File: src/rtl/thumb_fetch.sv
// Thumb prefetch: fetches 32-bit words, splits them into little-endian halfwords, queues and streams them on cmd.
// Latency: first halfword is valid at the edge that samples imem_ack (one cycle after req with zero-wait memory).
// Backpressure: a fetch issues only while the queue has room for a whole word; cmd/cmd_pc hold while cmd_ready is low.
module thumb_fetch #(
    parameter int          DEPTH    = 4,
    parameter logic [31:0] RESET_PC = 32'h0000_0000
) (
    input  logic        sck,
    input  logic        rst_n,
    output logic        imem_req,
    output logic [31:0] imem_addr,
    input  logic        imem_ack,
    input  logic [31:0] imem_rdata,
    input  logic        redirect,
    input  logic [31:0] redirect_pc,
    output logic [15:0] cmd,
    output logic [31:0] cmd_pc,
    output logic        cmd_valid,
    input  logic        cmd_ready
);
    localparam int CW = $clog2(DEPTH + 1);

    typedef enum logic {S_IDLE = 1'b0, S_WAIT = 1'b1} state_e;

    state_e        state_q, state_d;
    logic [31:0]   fpc_q, fpc_d;
    logic [31:0]   hpc_q, hpc_d;
    logic [31:0]   addr_q, addr_d;
    logic [CW-1:0] cnt_q, cnt_d;
    logic [15:0]   q_q [DEPTH];
    logic [15:0]   q_d [DEPTH];
    logic          drop_q, drop_d;
    logic          skip_lo_q, skip_lo_d;
    logic          valid_q, valid_d;

    logic          pop;
    logic          ack;
    logic          push_ok;
    logic [1:0]    push_n;
    logic [CW-1:0] base;

    // State register: queue is a shift register so entry 0 is always the head and drives cmd directly.
    always_ff @(posedge sck or negedge rst_n) begin
        if (!rst_n) begin
            state_q   <= S_IDLE;
            fpc_q     <= {RESET_PC[31:2], 2'b00};
            hpc_q     <= {RESET_PC[31:1], 1'b0};
            addr_q    <= {RESET_PC[31:2], 2'b00};
            cnt_q     <= '0;
            for (int i = 0; i < DEPTH; i++) begin
                q_q[i] <= 16'h0000;
            end
            drop_q    <= 1'b0;
            skip_lo_q <= RESET_PC[1];
            valid_q   <= 1'b0;
        end else begin
            state_q   <= state_d;
            fpc_q     <= fpc_d;
            hpc_q     <= hpc_d;
            addr_q    <= addr_d;
            cnt_q     <= cnt_d;
            q_q       <= q_d;
            drop_q    <= drop_d;
            skip_lo_q <= skip_lo_d;
            valid_q   <= valid_d;
        end
    end

    // Next state: redirect flushes and retargets, otherwise pop/push the queue; then decide whether to fetch.
    always_comb begin
        state_d   = state_q;
        fpc_d     = fpc_q;
        hpc_d     = hpc_q;
        addr_d    = addr_q;
        cnt_d     = cnt_q;
        q_d       = q_q;
        drop_d    = drop_q;
        skip_lo_d = skip_lo_q;

        pop     = valid_q && cmd_ready;
        ack     = (state_q == S_WAIT) && imem_ack;
        push_ok = ack && !drop_q && !redirect;
        push_n  = push_ok ? (skip_lo_q ? 2'd1 : 2'd2) : 2'd0;
        base    = cnt_q - CW'(pop);

        if (redirect) begin
            // A head popped this cycle is older than the branch and counts as consumed.
            cnt_d     = '0;
            hpc_d     = redirect_pc & 32'hFFFF_FFFE;
            fpc_d     = redirect_pc & 32'hFFFF_FFFC;
            skip_lo_d = redirect_pc[1];
            // An in-flight fetch that is not answered this edge returns stale data later.
            drop_d    = (state_q == S_WAIT) && !imem_ack;
        end else begin
            if (pop) begin
                for (int i = 0; i < DEPTH - 1; i++) begin
                    q_d[i] = q_q[i + 1];
                end
                hpc_d = hpc_q + 32'd2;
            end
            if (ack) begin
                drop_d = 1'b0;
            end
            if (push_ok) begin
                for (int i = 0; i < DEPTH; i++) begin
                    if (CW'(i) == base) begin
                        q_d[i] = skip_lo_q ? imem_rdata[31:16] : imem_rdata[15:0];
                    end else if (!skip_lo_q && (CW'(i) == base + CW'(1))) begin
                        q_d[i] = imem_rdata[31:16];
                    end
                end
                skip_lo_d = 1'b0;
            end
            cnt_d = base + CW'(push_n);
        end

        // A new fetch may start from IDLE or right behind an ack; a pending drop keeps WAIT until its ack.
        if ((state_q == S_IDLE) || ack) begin
            if (int'(cnt_d) + 2 <= DEPTH) begin
                state_d = S_WAIT;
                addr_d  = fpc_d;
                fpc_d   = fpc_d + 32'd4;
            end else begin
                state_d = S_IDLE;
            end
        end

        valid_d = (cnt_d != '0);
    end

    assign imem_req  = (state_q == S_WAIT);
    assign imem_addr = addr_q;
    assign cmd       = q_q[0];
    assign cmd_pc    = hpc_q;
    assign cmd_valid = valid_q;

endmodule

File: config.mk
export PLATFORM = sky130hd
export DESIGN_NAME = thumb_fetch
export DESIGN_NICKNAME = d
export VERILOG_FILES = /design/src/rtl/thumb_fetch.sv
export SDC_FILE = /design/constraint.sdc
export NUM_CORES = 1
export LEC_CHECK = 0
export CAP_MARGIN = 10
export CORE_ASPECT_RATIO = 0.75
export CORE_UTILIZATION = 43
export DETAILED_ROUTE_END_ITERATION = 8
export PLACE_DENSITY_LB_ADDON = 0.2
export SKIP_CTS_REPAIR_TIMING = 1
export SYNTH_ARGS = -nofsm -noshare
export SYNTH_HDL_FRONTEND = slang
export SYNTH_SLANG_ARGS = --single-unit
File: constraint.sdc
create_clock -name sck -period 3.73 [get_ports sck]
set_clock_uncertainty 0.15 [all_clocks]
set_input_delay 0.5595 -clock sck [delete_from_list [all_inputs] [get_ports sck]]
set_output_delay 0.5595 -clock sck [all_outputs]
set_load 0.03 [all_outputs]
==> impl_metrics.csv <==
group,metric,value,unit
route,initialDrtViolationCount,704,
pwr,intPower,5000,uW
timing,max_slew.worst_pin.slew,922,ps
worst_setup_path,worstPathArrival,3700,ps
global_route,antenna_found_initial,1,
worst_setup_path,path_buf_inv,1,
route,drc,0,
pwr,p_clk_share,20.0,%
route,num_vias,8155,
cells_and_area,nets,1224,
yosys,yosysUniqueCellTypes,61,
timing,finalMaxSlewViolations,0,
timing,setup_viol_count_final,0,
route,firstDrtPassIters,5,
die,core_area,0.0212,mm^2
worst_setup_path,cpMostUsedCell,"xnor2_1",
placement,dp_hpwl,18500,um
cells_and_area,regArea,0.00416,mm^2
clock_tree,clock-sinks,166,
yosys,synth.ff_latch_count,166,
pwr,leakagePower,0.00493,uW
timing,max_slew_margin,38.5,%
worst_setup_path,critical_path.max_stage_delay,380,ps
global_route,grt_pass1_vias,7510,
yosys,avgSynthCellArea,9.26,um^2
route,wl,26900,um
pwr,comb_power_share,47.7,%
die,rows,46,
clock_tree,cts_tree,"built",
clock_tree,clk_path_buf_depth,2,
route,via_per_inst,5.63,
clock_tree,htreeDepth,4,
yosys,synth_edf_count,0,
die,dieArea,0.0223,mm^2
route,top_layer,"met4",
yosys,yosysSeqAreaShare,44.5,%
placement,place_congestion,0.825,
clock_tree,clk_pin_slew,80,ps
worst_setup_path,r2r_end,"fpc_q[29]$_DFF_PN0_",
timing,post-route-period-util,93.5,%
run,drv_cap,0,
die,initial_utilization,44.0,%
timing,finalCriticalPeriod,3490,ps
worst_setup_path,cp_max_fo,5,
cells_and_area,syn_to_final_growth,27.3,%
cells_and_area,design_area,0.0119,mm^2
worst_setup_path,reg2regPathDepth,13,
cells_and_area,multi_input_area,0.00478,mm^2
yosys,ys_warn_count,0,
global_route,grt_pass1_wl,42700,um
route,met2_wirelength,10900,um
timing,tns,0,ps
worst_setup_path,r2r-start,"drop_q$_DFFE_PN0P_",
timing,timing.final.ws_setup,242,ps
yosys,synthCells,1008,
route,routed-wl-met3,1920,um
die,io_pins,151,
pwr,power.total,8780,uW
timing,whs,63.9,ps
pwr,sequentialPowerShare,32.4,%
worst_setup_path,path_delay_family,"simple AND/OR/NAND/NOR gates",
cells_and_area,layout_common_cells,"nand2_1, dfrtp_1, clkdlybuf4s50_1",
status,outcome,"finished, final reports clean",
route,antenna_left,0,
timing,max_freq,287,MHz
global_route,track_usage,25.1,%
worst_setup_path,path_cells,"nand3b_1, buf_4, or3_1, fa_1, xnor2_1, nor2_1, ha_1, nor4b_4, o21a_2, and2_4, nand4_4, nor3b_2, xnor2_1",
pwr,power.switching,3770,uW
yosys,synth_fp_nets,1086,
cells_and_area,fillCellCount,1848,
global_route,grt_max_degree,97,
placement,port_buffers,148,
clock_tree,numCtsBuffers,17,
yosys,synth_ff_type,"dfrtp_1",
route,met1_length,13800,um
die,die-height,130,um
placement,placed_area,0.0113,mm^2
die,die_x,172,um
worst_setup_path,critPathRequiredTime,3940,ps
worst_setup_path,worst_setup_path_start_kind,"flip-flop",
clock_tree,cts_root_buf,"clkbuf_16",
pwr,max-vdd-ir-drop,0.528,mV
worst_setup_path,crit_path_end_kind,"flip-flop",
min_path,hold_path_class,"input pin to asynchronous set/reset pin",
worst_setup_path,crit_type,"flip-flop to flip-flop",
pwr,netSwitchingFraction,43.0,%
worst_setup_path,crit_slowest_cell,"dfrtp_1",
placement,place_worst_setup_slack,-525,ps
timing,final_hold_viol_count,0,
yosys,ys_async_sr_fraction,100,%
clock_tree,clk-insertion-delay-late,430,ps
cells_and_area,layout.cells.most_common,"nand2_1",
route,avgRoutedWirePerCell,18.6,um
global_route,grt_remaining_overflow,0,
cells_and_area,drive_above_1_share,10.8,%
timing,rsz0062_at_grt,"false",
yosys,syn_area,0.00934,mm^2
worst_setup_path,r2r_slack,240,ps
pwr,p_per_area,739,mW/mm^2
cells in the mapped netlist, types with 3 or more instances:
cell / instances / area, um^2
nor2b_1: 8 / 50.1
nand3_1: 27 / 135
dfrtp_1: 166 / 4150
a22oi_1: 32 / 240
inv_1: 14 / 52.6
nand2b_1: 10 / 62.6
nor3_2: 3 / 30.0
a31oi_1: 39 / 244
o21ai_0: 119 / 596
nor2_1: 35 / 131
a211oi_1: 16 / 120
a21o_1: 3 / 22.5
buf_2: 19 / 95.1
mux2i_1: 43 / 430
and3_1: 21 / 131
and2_1: 7 / 43.8
nand4b_1: 3 / 26.3
xor2_1: 31 / 272
buf_4: 18 / 135
nand4_1: 10 / 62.6
buf_1: 8 / 30.0
a21oi_1: 11 / 55.1
o21a_1: 3 / 22.5
ha_1: 8 / 100
clkbuf_1: 36 / 135
nor3_1: 4 / 20.0
o21ai_1: 6 / 30.0
nand2_1: 184 / 691
and3b_1: 3 / 26.3
xnor2_1: 36 / 315
a221o_1: 16 / 160
o221ai_1: 33 / 289
cell families after synthesis:
group	count (synthesis)	share of synthesized area (%)
and+or+nand+nor	334	17.5
xor gates and xnor gates	67	6.29
AOI/OAI and AO/OA	288	20.4
other	1	0.0402
muxes	45	4.85
adders and majority gates	9	1.29
buffers and inverters	98	5.12
DFF	166	44.5
flip-flops by register name, summed over array words and instances (netlist names):
| register | flops |
|---|---|
| imem_addr | 32 |
| imem_req | 1 |
| cmd_valid | 1 |
| cmd | 16 |
| cmd_pc | 31 |
| fpc_q | 32 |
| skip_lo_q | 1 |
| q_q | 48 |
| cnt_q | 3 |
| drop_q | 1 |
layer usage:
| metal | track usage [%] | up-vias |
|---|---|---|
| met3 | 4.92 | 18 |
| met4 | 5.47 | 0 |
| met1 | 40.4 | 3944 |
| met5 | 0 | - |
| met2 | 33.7 | 272 |
| li1 | - | 3921 |
worst max-delay path by stage:
stage	startpoint	to	slack (ps)	depth (start not counted)
CTS	cmd_ready	fpc_q[7]$_DFF_PN0_	-80	17
global placement	cmd_ready	fpc_q[29]$_DFF_PN0_	-490	17
floorplan	redirect	fpc_q[29]$_DFF_PN0_	-140	16
finish	drop_q$_DFFE_PN0P_	fpc_q[29]$_DFF_PN0_	240	13
detailed placement	cmd_ready	fpc_q[29]$_DFF_PN0_	-530	17
global route	drop_q$_DFFE_PN0P_	fpc_q[19]$_DFF_PN0_	20	13
stage by stage:
stage | instances | utilization, %
2_1_floorplan | 1008 | -
3_3_place_gp | 1413 | 53.1
3_5_place_dp | 1413 | 53.1
4_1_cts | 1445 | 55.8
5_1_grt | 1448 | 56.0
6_report | 1448 | 56.0
layout make-up:
cell class / instances / area share (%)
well taps: 288 / 3.03
clock inverters: 15 / 1.34
clock buffers: 17 / 3.58
repair buffers: 202 / 16.4
inverters: 15 / 0.495
diodes: 1 / 0.0211
flip-flops and latches: 166 / 35.0
multi-input cells: 744 / 40.2
power groups by stage:
stage / registers, uW / clock network [uW] / logic (uW)
floorplan: 3150 / 0 / 2250
finish: 2840 / 1750 / 4180
CTS: 2830 / 1780 / 4170
global route: 2920 / 1870 / 4540
global placement: 2850 / 0 / 4090
detailed placement: 2860 / 0 / 4150
Power figures use the tool's default switching activity.
